$ cat src/rtl/psg_bus_pkg.sv
// rtl/psg_bus_pkg.sv - shared states, bus phase codes and request types for psg_bus_sched
package psg_bus_pkg;

    typedef enum logic [3:0] {
        ST_IDLE,
        ST_CPU_ADDR,
        ST_CPU_WR,
        ST_CPU_RD,
        ST_AUX_SEL,
        ST_AUX_ADDR,
        ST_AUX_WR,
        ST_RST_SEL,
        ST_RST_ADDR
    } state_t;

    typedef enum logic [1:0] {
        REQ_NONE,
        REQ_ADDR,
        REQ_DATA,
        REQ_READ
    } req_t;

    // Bus phase codes as {BDIR, BC}
    localparam logic [1:0] PH_INACTIVE = 2'b00;
    localparam logic [1:0] PH_ADDR     = 2'b11;
    localparam logic [1:0] PH_WRITE    = 2'b10;
    localparam logic [1:0] PH_READ     = 2'b01;

    localparam logic [6:0] CHIP_SEL_PREFIX = 7'b1111111;

    function automatic logic is_chip_sel(input logic [7:0] v);
        return v[7:1] == CHIP_SEL_PREFIX;
    endfunction

endpackage

$ cat src/rtl/psg_strobe_timer.sv
// rtl/psg_strobe_timer.sv - times one bus phase: STROBE_CYC active cycles then one gap cycle
module psg_strobe_timer #(
    parameter int STROBE_CYC = 2
) (
    input  logic clk,
    input  logic rst_n,
    input  logic run,
    output logic active,
    output logic phase_last,
    output logic phase_done
);

    localparam logic [3:0] LAST_CNT = 4'(STROBE_CYC - 1);
    localparam logic [3:0] GAP_CNT  = 4'(STROBE_CYC);

    logic [3:0] cnt_q;
    logic [3:0] cnt_d;

    // Restarting at the gap lets the scheduler chain phases back to back
    always_comb begin
        cnt_d = cnt_q;
        if (!run || cnt_q == GAP_CNT) begin
            cnt_d = 4'd0;
        end else begin
            cnt_d = cnt_q + 4'd1;
        end
    end

    always_ff @(posedge clk or negedge rst_n) begin
        if (!rst_n) begin
            cnt_q <= 4'd0;
        end else begin
            cnt_q <= cnt_d;
        end
    end

    assign active     = run && (cnt_q < GAP_CNT);
    assign phase_last = run && (cnt_q == LAST_CNT);
    assign phase_done = run && (cnt_q == GAP_CNT);

endmodule

$ cat src/rtl/psg_bus_sched.sv
// rtl/psg_bus_sched.sv - CPU/aux arbiter for a TurboSound PSG pair bus; aux path under PSG_AUX_PORT_EN
module psg_bus_sched
    import psg_bus_pkg::*;
#(
    parameter int STROBE_CYC = 2
) (
    input  logic       CLK,
    input  logic       RESET_N,
    input  logic       CPU_ADDR_WR,
    input  logic       CPU_DATA_WR,
    input  logic       CPU_RD,
    input  logic [7:0] CPU_DI,
    output logic [7:0] CPU_DO,
    output logic       CPU_RD_VALID,
    output logic       CPU_WAIT,
    input  logic       AUX_REQ,
    output logic       AUX_ACK,
    input  logic       AUX_CHIP,
    input  logic [3:0] AUX_REG,
    input  logic [7:0] AUX_DATA,
    output logic       PSG_BDIR,
    output logic       PSG_BC,
    output logic [7:0] PSG_DI,
    input  logic [7:0] PSG_DO
);

    state_t     state_q, state_d;
    req_t       slot_type_q, slot_type_d;
    logic [7:0] slot_data_q, slot_data_d;
    logic       cpu_sel_q, cpu_sel_d;
    logic [3:0] cpu_reg_q, cpu_reg_d;
    logic [7:0] psg_di_q, psg_di_d;
    logic [7:0] cpu_do_q, cpu_do_d;
    logic       rd_valid_q, rd_valid_d;

    logic       tm_active;
    logic       tm_last;
    logic       tm_done;
    logic [1:0] phase;
    logic [7:0] drive;
    logic       slot_clear;
`ifdef PSG_AUX_PORT_EN
    logic       aux_ack;
`else
    logic       aux_unused;
`endif

    psg_strobe_timer #(
        .STROBE_CYC (STROBE_CYC)
    ) u_timer (
        .clk        (CLK),
        .rst_n      (RESET_N),
        .run        (state_q != ST_IDLE),
        .active     (tm_active),
        .phase_last (tm_last),
        .phase_done (tm_done)
    );

    always_comb begin
        state_d     = state_q;
        slot_type_d = slot_type_q;
        slot_data_d = slot_data_q;
        cpu_sel_d   = cpu_sel_q;
        cpu_reg_d   = cpu_reg_q;
        cpu_do_d    = cpu_do_q;
        rd_valid_d  = 1'b0;
        phase       = PH_INACTIVE;
        drive       = psg_di_q;
        slot_clear  = 1'b0;
`ifdef PSG_AUX_PORT_EN
        aux_ack     = 1'b0;
`endif

        case (state_q)
            ST_IDLE: begin
                if (slot_type_q == REQ_ADDR) begin
                    state_d = ST_CPU_ADDR;
                end else if (slot_type_q == REQ_DATA) begin
                    state_d = ST_CPU_WR;
                end else if (slot_type_q == REQ_READ) begin
                    state_d = ST_CPU_RD;
`ifdef PSG_AUX_PORT_EN
                end else if (AUX_REQ) begin
                    state_d = ST_AUX_SEL;
`endif
                end
            end
            ST_CPU_ADDR: begin
                phase = PH_ADDR;
                drive = slot_data_q;
                if (tm_done) begin
                    state_d    = ST_IDLE;
                    slot_clear = 1'b1;
                    if (is_chip_sel(slot_data_q)) begin
                        cpu_sel_d = slot_data_q[0];
                    end else begin
                        cpu_reg_d = slot_data_q[3:0];
                    end
                end
            end
            ST_CPU_WR: begin
                phase = PH_WRITE;
                drive = slot_data_q;
                if (tm_done) begin
                    state_d    = ST_IDLE;
                    slot_clear = 1'b1;
                end
            end
            ST_CPU_RD: begin
                phase = PH_READ;
                if (tm_last) begin
                    cpu_do_d   = PSG_DO;
                    rd_valid_d = 1'b1;
                end
                if (tm_done) begin
                    state_d    = ST_IDLE;
                    slot_clear = 1'b1;
                end
            end
`ifdef PSG_AUX_PORT_EN
            ST_AUX_SEL: begin
                phase = PH_ADDR;
                drive = {CHIP_SEL_PREFIX, AUX_CHIP};
                if (tm_done) state_d = ST_AUX_ADDR;
            end
            ST_AUX_ADDR: begin
                phase = PH_ADDR;
                drive = {4'h0, AUX_REG};
                if (tm_done) state_d = ST_AUX_WR;
            end
            ST_AUX_WR: begin
                phase = PH_WRITE;
                drive = AUX_DATA;
                if (tm_done) begin
                    state_d = ST_RST_SEL;
                    aux_ack = 1'b1;
                end
            end
            // Put the chip/register selection back where the CPU left it
            ST_RST_SEL: begin
                phase = PH_ADDR;
                drive = {CHIP_SEL_PREFIX, cpu_sel_q};
                if (tm_done) state_d = ST_RST_ADDR;
            end
            ST_RST_ADDR: begin
                phase = PH_ADDR;
                drive = {4'h0, cpu_reg_q};
                if (tm_done) state_d = ST_IDLE;
            end
`endif
            default: begin
                state_d = ST_IDLE;
            end
        endcase

        if (!tm_active) begin
            phase = PH_INACTIVE;
        end
        psg_di_d = tm_active ? drive : psg_di_q;

        // The slot only accepts while empty; a clearing slot still counts as full
        if (slot_clear) begin
            slot_type_d = REQ_NONE;
        end
        if (slot_type_q == REQ_NONE) begin
            if (CPU_ADDR_WR) begin
                slot_type_d = REQ_ADDR;
                slot_data_d = CPU_DI;
            end else if (CPU_DATA_WR) begin
                slot_type_d = REQ_DATA;
                slot_data_d = CPU_DI;
            end else if (CPU_RD) begin
                slot_type_d = REQ_READ;
            end
        end
    end

    always_ff @(posedge CLK or negedge RESET_N) begin
        if (!RESET_N) begin
            state_q     <= ST_IDLE;
            slot_type_q <= REQ_NONE;
            slot_data_q <= 8'h00;
            cpu_sel_q   <= 1'b1;
            cpu_reg_q   <= 4'h0;
            psg_di_q    <= 8'h00;
            cpu_do_q    <= 8'hFF;
            rd_valid_q  <= 1'b0;
        end else begin
            state_q     <= state_d;
            slot_type_q <= slot_type_d;
            slot_data_q <= slot_data_d;
            cpu_sel_q   <= cpu_sel_d;
            cpu_reg_q   <= cpu_reg_d;
            psg_di_q    <= psg_di_d;
            cpu_do_q    <= cpu_do_d;
            rd_valid_q  <= rd_valid_d;
        end
    end

    assign PSG_BDIR     = phase[1];
    assign PSG_BC       = phase[0];
    assign PSG_DI       = psg_di_d;
    assign CPU_DO       = cpu_do_q;
    assign CPU_RD_VALID = rd_valid_q;
    assign CPU_WAIT     = (slot_type_q != REQ_NONE);
`ifdef PSG_AUX_PORT_EN
    assign AUX_ACK      = aux_ack;
`else
    assign AUX_ACK      = 1'b0;
    assign aux_unused   = ^{AUX_REQ, AUX_CHIP, AUX_REG, AUX_DATA};
`endif

endmodule
$ cat config.mk
export PLATFORM = sky130hd
export DESIGN_NAME = psg_bus_sched
export DESIGN_NICKNAME = d
export VERILOG_FILES = /design/src/rtl/psg_bus_pkg.sv /design/src/rtl/psg_strobe_timer.sv /design/src/rtl/psg_bus_sched.sv
export SDC_FILE = /design/constraint.sdc
export NUM_CORES = 1
export LEC_CHECK = 0
export ABC_CLOCK_PERIOD_IN_PS = 2600
export CELL_PAD_IN_SITES_DETAIL_PLACEMENT = 0
export CELL_PAD_IN_SITES_GLOBAL_PLACEMENT = 1
export CORE_MARGIN = 4
export CORE_UTILIZATION = 34
export DETAILED_ROUTE_END_ITERATION = 8
export MAX_ROUTING_LAYER = met4
export PLACE_DENSITY = 0.8
export SLEW_MARGIN = 20
export SYNTH_ARGS = -nofsm -noshare
export SYNTH_HDL_FRONTEND = slang
export SYNTH_SLANG_ARGS = --single-unit
$ cat constraint.sdc
create_clock -name CLK -period 2.6 [get_ports CLK]
set_input_delay 0.52 -clock CLK [delete_from_list [all_inputs] [get_ports CLK]]
set_output_delay 0.52 -clock CLK [all_outputs]
set_load 0.02 [all_outputs]
==> impl_results.md, run 1 <==
- Die Area: 0.00568 mm²
- Worst Hold Class: reg2reg
- Max Clock Freq: 0.405 GHz
- Drt first pass iters: 3
- Core area: 0.00438 mm²
- Final Hold Viols: 0
- Setup Crit Path Kind: reg2out
- TritonCTS buffer count: 5
- Cells after synthesis: 116
- Clock-pin transition on the worst setup and hold timing paths: 60 ps
- Distinct cells, synth: 27
- Syn_nets: 162
- NumNets Final: 212
- Number of H-tree levels: 2
- Ports: 56
- Fraction of layout cells with a size suffix above 1: 31.9%
- Hold Slack: 494 ps
- Root Driver: clkbuf_8
- Worst clock skew: 2.35 ps
- Seq cells post-synth: 33
- Synthesis-to-finish area growth: 37.4%
- Setup_tns: 0 ps
- Initial Util: 35.2%
- CTS tree: done
- Initial DRC Count: 34
- Worst path slowest cell: dfrtp_1
- Worst-margin pin slew: 532 ps
- YS warnings: 0
- DP Cell Count: 211
- Setup Fix Bufs, Post-CTS: 0
- Max-slew violation count: 0
- CP Max Fanout: 9
- Worst skew pair latency: 270 ps
- Drt wl/cell: 13.5 µm
- Startpoint Class: flop
- First-pass GRT wire length: 4.73 mm
- Mean Syn Cell Area: 13.3 µm²
- Endpoint type of the worst setup path: output pin
- GR Util All Layers: 11.7%
- Rows: 24
- Placer Congestion: 0.766
- Crit path launch: state_q[1]
- Sink Count: 33
- HP Start: psg_di_q[2]
- Fillers: 383
- Final Non-Filler Cells: 218
- ANT cells: 0
- CP cell instances: inv_1, ha_1, nor4_2, nand2_1, buf_4, mux2_2, clkdlybuf4s15_1
- Worst stage delay on the critical path: 350 ps
- Crit path buffers/inverters: 3
- Max VDD drop: 0.663 mV
- Hold_buf cts: 0
- Setup violations, final: 0
- Final period util: 95.1%
- ANT nets after route: 0
- R2R Path Start: state_q[1]
- Fin crit period: 2470 ps
- Die Ht: 75.3 µm
- I/O Buffers: 40
- Sequential area share after synthesis: 54.2%
- CTS max path bufs: 2
- Leakage: 1.00 nW
- Average vias per placed instance: 4.80
- PwrDens: 1280 mW/mm²
- WP data required: 2080 ps
- Worst slew margin: 64.5%
- Commonest non-fill, non-tap cell in the layout: clkdlybuf4s50_1
- Commonest non-fill, non-tap cells in the layout: clkdlybuf4s50_1, dfrtp_1, mux2_2, ha_1, inv_1
- DP HPWL: 2.29 mm
- Total wire length: 2.95 mm
- DR DRC count: 0
- Number of global-route vias before repair: 1154
- Via count: 1046
- Largest net degree at the start of global routing: 34
- Die width: 75.3 µm
- Status: completed
- Initial antenna violation count: 0
- Synth Cell Area: 0.00154 mm²
- Congestion Overflow GR: 0
- RSZ-0062 raised after global routing: no
- Crit-path leading delay family: buffers and inverters
- Critical path arrival: 1950 ps
- Max-cap violations: 0
==> area by class of cell <==
type,instances,area [µm²],area share [%]
clock inverter,2,35.0,1.65
tap,52,65.1,3.07
multi-input combinational,71,654,30.9
inverter,9,33.8,1.59
timing repair buffer,46,425,20.1
clock buffer,5,68.8,3.25
sequential,33,836,39.5
==> through the flow <==
| stage | utilization [%] | setup WS [ps] | total power, mW | instance area, µm² |
|---|---|---|---|---|
| 5_1_grt | 48.3 | 0.398 | 2.90 | 2120 |
| 4_1_cts | 48.5 | 7.81 | 2.76 | 2130 |
| 6_report | 48.3 | 128 | 2.70 | 2120 |
| 3_5_place_dp | 46.3 | 49.1 | 2.37 | 2030 |
| 3_3_place_gp | 46.3 | 98.3 | 2.32 | 2030 |
| 2_1_floorplan | - | 425 | 1.77 | 1540 |
==> power breakdown <==
group          switching (mW)  leakage (nW)  internal (mW)  total [mW]
Clock                   0.164        0.0540          0.278       0.442
Combinational           0.660         0.561          0.684        1.34
Sequential              0.119         0.390          0.800       0.919
Total                   0.942          1.00           1.76        2.70
==> path summary, 6_finish.rpt <==
| kind | endpoint | slack [ps] | cells after the start |
|---|---|---|---|
| max reg2reg | CPU_DO[0] | 550 | 5 |
| min reg2reg | psg_di_q[2] | 490 | 1 |
| max in group asynchronous | CPU_DO[2] | 1640 | 2 |
| min in group asynchronous | state_q[1] | 640 | 2 |
| max | PSG_DI[7] | 130 | 7 |
| min | psg_di_q[2] | 490 | 1 |
==> routing by layer <==
layer,vias to the layer above,track usage [%],part of all wire (%)
met5,-,-,0
met4,0,6.80,2.6
met3,8,3.96,7.9
met2,37,20.5,52
met1,510,11.0,38
li1,491,-,-
==> kinds of logic after synthesis <==
kind of cell / synth area share [%]
other cells: 0.243
buf+inv: 3.73
fa+ha+maj: 8.93
compound gates: 3.49
mux: 19.5
flops: 54.2
simple gates: 9.33
xor+xnor: 0.568
==> cells in the mapped netlist <==
| master | n | area, µm² |
|---|---|---|
| a21oi_1 | 2 | 10.0 |
| a22oi_1 | 1 | 7.51 |
| buf_2 | 1 | 5.00 |
| buf_4 | 1 | 7.51 |
| buf_6 | 1 | 11.3 |
| conb_1 | 1 | 3.75 |
| dfrtp_1 | 25 | 626 |
| dfstp_2 | 8 | 210 |
| ha_1 | 11 | 138 |
| inv_1 | 9 | 33.8 |
| mux2_2 | 16 | 180 |
| mux2_4 | 8 | 120 |
| nand2_1 | 3 | 11.3 |
| nand2b_1 | 2 | 12.5 |
| nand3_1 | 5 | 25.0 |
| nand3b_1 | 3 | 22.5 |
| nand4b_1 | 2 | 17.5 |
| nor2_1 | 4 | 15.0 |
| nor3_1 | 2 | 10.0 |
| nor4_1 | 1 | 6.26 |
| o21a_1 | 1 | 7.51 |
| o21ai_0 | 4 | 20.0 |
| o21ai_2 | 1 | 8.76 |
| or2_2 | 1 | 6.26 |
| or4_1 | 1 | 7.51 |
| or4b_1 | 1 | 10.0 |
| xor2_1 | 1 | 8.76 |
==> flip-flops by register name (all words and copies together) (netlist names) <==
signal / flops
slot_type_q: 2
slot_data_q: 8
CPU_DO: 8
psg_di_q: 8
u_timer.cnt_q: 4
CPU_RD_VALID: 1
state_q: 2
==> repair_timing <==
action | CTS | global route
gates cloned | 0 | 0
resized for setup | 9 | 15
setup endpoints to repair | 10 | 10
(Power assumes the default switching activity.)
==> inputs of run 2 (changes only) <==
Settings changed: ABC_CLOCK_PERIOD_IN_PS 2600 to default.
==> results of run 2 <==
No change in the layout: final DEF, timing and power equal those of run 1.
==> inputs of run 3 (changes only) <==
Settings changed: CAP_MARGIN from default to 5.
==> results of run 3 <==
No change in the layout: final DEF, timing and power equal those of run 1.
